## src/rtl/prog_counter.sv

```systemverilog
`default_nettype none
//============================================================================
// Module   : prog_counter
// Purpose  : Synchronous 6502 program counter (PCL/PCH). Each half either
//            holds or loads from its address bus. The combined value is then
//            optionally incremented. The result is driven onto DB/ADL/ADH
//            through AND-gated, OR-mergeable bus drivers.
// Options  : PC_SPLIT_CARRY_EN - NMOS-accurate split increment. The carry
//            out of PCL is registered in PC_CARRY and is added into PCH on
//            the following clock. PAGE_CROSS exposes the pending carry.
// Revision : 1.0 - initial release
//============================================================================
module prog_counter #(
  parameter int                    HALF_W       = 8,
  parameter logic [2*HALF_W-1:0]   RESET_VECTOR = 16'hFFFC
) (
  input  logic                  CLK,
  input  logic                  RST_N,
  input  logic                  PCL_LOAD_ADL,
  input  logic                  PCH_LOAD_ADH,
  input  logic                  INC,
  input  logic [HALF_W-1:0]     ADL_IN,
  input  logic [HALF_W-1:0]     ADH_IN,
  input  logic                  PCL_DB_EN,
  input  logic                  PCH_DB_EN,
  input  logic                  PCL_ADL_EN,
  input  logic                  PCH_ADH_EN,
  output logic [HALF_W-1:0]     DB_OUT,
  output logic [HALF_W-1:0]     ADL_OUT,
  output logic [HALF_W-1:0]     ADH_OUT,
`ifdef PC_SPLIT_CARRY_EN
  output logic                  PAGE_CROSS,
`endif
  output logic [2*HALF_W-1:0]   PC_OUT
);

  localparam int                  c_PC_W   = 2 * HALF_W;
  localparam logic [HALF_W-1:0]   c_ZERO_H = '0;

  // Architectural state and next-state values
  logic [HALF_W-1:0] pcl_q, pcl_d;
  logic [HALF_W-1:0] pch_q, pch_d;

  // Source-selected halves (hold or bus load)
  logic [HALF_W-1:0] w_pcls;
  logic [HALF_W-1:0] w_pchs;

  assign w_pcls = PCL_LOAD_ADL ? ADL_IN : pcl_q;
  assign w_pchs = PCH_LOAD_ADH ? ADH_IN : pch_q;

`ifdef PC_SPLIT_CARRY_EN
  // Split increment: the carry out of PCL is held for one clock
  logic              carry_q, carry_d;
  logic [HALF_W:0]   w_lo_sum;

  // Low half increments now; the high half absorbs last cycle's carry unless it is loaded
  always_comb begin
    w_lo_sum = {1'b0, w_pcls} + {{HALF_W{1'b0}}, INC};
    pcl_d    = w_lo_sum[HALF_W-1:0];
    carry_d  = w_lo_sum[HALF_W];
    if (PCH_LOAD_ADH) begin
      // A load in the consume cycle wins and the pending carry is dropped
      pch_d = ADH_IN;
    end else begin
      pch_d = pch_q + {{(HALF_W-1){1'b0}}, carry_q};
    end
  end

  // Register update; reset discards any pending carry
  always_ff @(posedge CLK) begin
    if (!RST_N) begin
      pcl_q   <= RESET_VECTOR[HALF_W-1:0];
      pch_q   <= RESET_VECTOR[c_PC_W-1:HALF_W];
      carry_q <= 1'b0;
    end else begin
      pcl_q   <= pcl_d;
      pch_q   <= pch_d;
      carry_q <= carry_d;
    end
  end

  assign PAGE_CROSS = carry_q;
`else
  // Full-width increment: the PCL carry ripples into PCH in the same cycle
  logic [c_PC_W-1:0] w_full_sum;

  // Combined next PC is the selected pair plus INC, modulo 2^(2*HALF_W)
  always_comb begin
    w_full_sum = {w_pchs, w_pcls} + {{(c_PC_W-1){1'b0}}, INC};
    pcl_d      = w_full_sum[HALF_W-1:0];
    pch_d      = w_full_sum[c_PC_W-1:HALF_W];
  end

  // Register update; reset overrides any load or increment in the same cycle
  always_ff @(posedge CLK) begin
    if (!RST_N) begin
      pcl_q <= RESET_VECTOR[HALF_W-1:0];
      pch_q <= RESET_VECTOR[c_PC_W-1:HALF_W];
    end else begin
      pcl_q <= pcl_d;
      pch_q <= pch_d;
    end
  end
`endif

  // Bus drivers: a disabled driver outputs 0 so the top level can OR-merge
  // them. Both DB enables together is a protocol error, but the output is
  // still the defined OR.
  always_comb begin
    ADL_OUT = PCL_ADL_EN ? pcl_q : c_ZERO_H;
    ADH_OUT = PCH_ADH_EN ? pch_q : c_ZERO_H;
    DB_OUT  = (PCL_DB_EN ? pcl_q : c_ZERO_H) | (PCH_DB_EN ? pch_q : c_ZERO_H);
  end

  assign PC_OUT = {pch_q, pcl_q};

endmodule
`default_nettype wire
```

## config.mk

```make
export PLATFORM = sky130hd
export DESIGN_NAME = prog_counter
export DESIGN_NICKNAME = d
export VERILOG_FILES = /design/src/rtl/prog_counter.sv
export SDC_FILE = /design/constraint.sdc
export NUM_CORES = 1
export LEC_CHECK = 0
export BUFFER_PORTS_ARGS = -buffer_cell sky130_fd_sc_hd__clkbuf_2
export CORE_UTILIZATION = 43
export CTS_BUF_LIST = sky130_fd_sc_hd__clkbuf_4
export CTS_CLUSTER_DIAMETER = 100
export DETAILED_ROUTE_END_ITERATION = 10
export HOLD_SLACK_MARGIN = 0.1
export PLACE_DENSITY = 0.8
export SYNTH_ARGS = -nofsm -noshare
export SYNTH_HDL_FRONTEND = slang
export SYNTH_SLANG_ARGS = --single-unit
export TNS_END_PERCENT = 100
```

## constraint.sdc

```tcl
create_clock -name CLK -period 1.85 [get_ports CLK]
set_input_delay 0.0925 -clock CLK [delete_from_list [all_inputs] [get_ports CLK]]
set_output_delay 0.0925 -clock CLK [all_outputs]
set_load 0.02 [all_outputs]
```

==> summary.txt <==
Lkg Pwr - 0.863 nW
Detailed router's first-iteration violation count - 86
Grt total ovfl - 0
Final hold vios - 0
Root buffer cell - clkbuf_4
Clk slew on worst S/H paths - 100 ps
Top-level I/O count - 65
Largest net degree at the start of global routing - 19
Initial Utilization - 0.473
Post-synthesis register bit count - 16
Worst endpoint required time - 2040 ps
Number of vias after detailed routing - 1457
CTS tree - built
Post_cts resized - 0
Routability cong. - 0.873
Detailed Routing Iterations Pass 1 - 11
Type of origin of the critical path - flip-flop
Crit-path max FO - 3
Failing checks - DRC
Antenna diodes - 0
Critical-path cell list - mux2_2, ha_2, and4b_1, o211ai_1, nor4_4, mux2_4
Setup TNS - 0 ps
# DRC - 7
RSZ-0062 raised after global routing - false
Fmax - 565 MHz
Final Critical Period - 1770 ps
Full die area - 3370 um2
Vias in the first global route - 1237
GR Util All Layers - 0.233
Fin cells - 252
Yosys Warn Count - 0
Post-synth top flop - dfxtp_1
Core Region - 2850 um2
Per-cell routed wire length - 15.2 um
Max Cap Viol - 0
Worst path max stage delay - 330 ps
Post-route setup slack - 81.6 ps
Arr. time, crit path - 1960 ps
Final #Nets - 250
CTS Hold Bufs - 0
CP max-delay cell - dfxtp_2
Fillers - 251
Worst-Skew Late Latency - 290 ps
Mapped Nets - 181
Setup violators final - 0
Maximum VDD drop - 0.280 mV
Top-count cell post-synth - and2_1
Ys async rst share - 0
Area growth syn-to-layout - 30.2%
Total clock sinks - 16
Pwr/cell area - 589 nW/um2
Hold Startpoint - INC
Hold crit path type - in2reg
End of the worst register-to-register path - pch_q[7]
Commonest cells in the netlist - and2_1, dfxtp_1, mux2i_1
Max transition margin - 0.726
DRT antenna net count - 0
Clock buffer depth - 2
Mapped Cells - 153
EDFF count, synth - 0
WHS Path Cells - 3
Dpl ws - 54.6 ps
Yosys top cell by area - dfxtp_1
Final Skew - 3.06 ps
RR Startpoint - pcl_q[0]
Status - finished with violations
Die height - 58.0 um
Die X - 58.0 um
# rows - 19
Final worst-path cycle share - 0.956
R2r setup slk - 80 ps
H-tree depth - 1
Port buffer count - 64
Largest cells by area after synthesis - dfxtp_1, mux2i_1, and2_1
Post-CTS setup buffer count - 0
Syn avg cell area - 8.82 um2
Register area share after synthesis - 0.237
Via density - 5.78
First-pass GRT wire length - 5.93 mm
Wirelength, routed - 3.84 mm
Slew at the pin with the worst max-slew slack - 399 ps
Share of the synthesized area in the top cell type - 0.237
Post-DP HPWL - 2.95 mm
Hold Crit Endpoint - pcl_q[0]
CTS buffer count - 3
CP endpoint kind - flip-flop
Synthesized area - 1350 um2
Fin. max-slew vios - 0
R2R depth - 6
Initial antenna violation count - 0
Unique cell type count in the Yosys netlist - 44
Layout cell share with drive strength beyond 1 - 0.421
WS Path Type - reg2reg
Placed instance count - 248
layout by cell type (no fill, tap or decap), types with 3 or more instances in the layout:
cell type	n
clkbuf_2	64
and2_1	19
dfxtp_1	15
mux2i_1	13
nand2_1	10
nor2_1	10
a22o_1	9
buf_4	8
mux2_2	6
nand3_1	5
a31oi_1	5
nand4_1	4
xor2_1	3
o21ai_0	3
o21ai_1	3
a41oi_1	3
clkbuf_4	3
through the flow:
stage | utilization | area (um2) | power [mW] | hold WS (ps)
after floorplan | - | 1350 | 0.685 | 325
after global placement | 0.603 | 1720 | 0.830 | 448
after detailed placement | 0.603 | 1720 | 0.837 | 454
after CTS | 0.612 | 1750 | 1.03 | 150
after global routing | 0.616 | 1760 | 1.09 | 169
final | 0.616 | 1760 | 1.03 | 156
registers in the layout, indices dropped and copies added, names as in the netlist:
| register | count |
|---|---|
| pch_q | 8 |
| pcl_q | 8 |
metal layers:
metal  track usage  up-vias  part of all wire
met4        0.0612        0            0.0099
li1              -      714                 -
met5             0        -                 0
met3        0.0201        4             0.065
met2         0.401       59              0.49
met1         0.312      680              0.44
cell type report:
class | count | area (um2) | area share
clock buffers | 3 | 22.5 | 0.0128
clock inverters | 1 | 3.75 | 0.00214
inverters | 2 | 7.51 | 0.00427
multi-input cells | 127 | 983 | 0.559
flip-flops and latches | 16 | 322 | 0.183
well taps | 31 | 38.8 | 0.0221
repair buffers | 72 | 380 | 0.216
worst max-delay path: cells and delay by family (launching register included):
kind                     cells  cell delay, ps
multiplexers                 2             570
flip-flops                   1             330
adder cells (fa/ha/maj)      1             180
AND/OR/NAND/NOR              2             270
AO/OA/AOI/OAI                1             310
worst max path at each step:
stage               cells past startpoint  slack [ps]       end    startpoint
floorplan                               8           9  pch_q[7]  PCL_LOAD_ADL
global placement                        6         100  pch_q[7]      pcl_q[0]
detailed placement                      6          50  pch_q[7]      pcl_q[0]
CTS                                     6          40  pch_q[7]      pcl_q[0]
global route                            6          10  pch_q[7]      pcl_q[0]
finish                                  6          80  pch_q[7]      pcl_q[0]
where the power goes:
group	internal (mW)	total, mW	switching, mW
combinational	0.176	0.434	0.258
clock	0.0785	0.199	0.120
sequential	0.370	0.402	0.0315
total	0.625	1.03	0.410
kinds of logic (layout without fill, tap and decap cells):
| group | after synthesis | after routing | synth area share |
|---|---|---|---|
| compound gates | 35 | 35 | 0.206 |
| xor+xnor | 4 | 4 | 0.0260 |
| fa+ha+maj | 3 | 3 | 0.0278 |
| buf+inv | 10 | 78 | 0.0426 |
| flops | 16 | 16 | 0.237 |
| mux | 20 | 20 | 0.155 |
| simple gates | 65 | 65 | 0.306 |
Power figures use the tool's default switching activity.
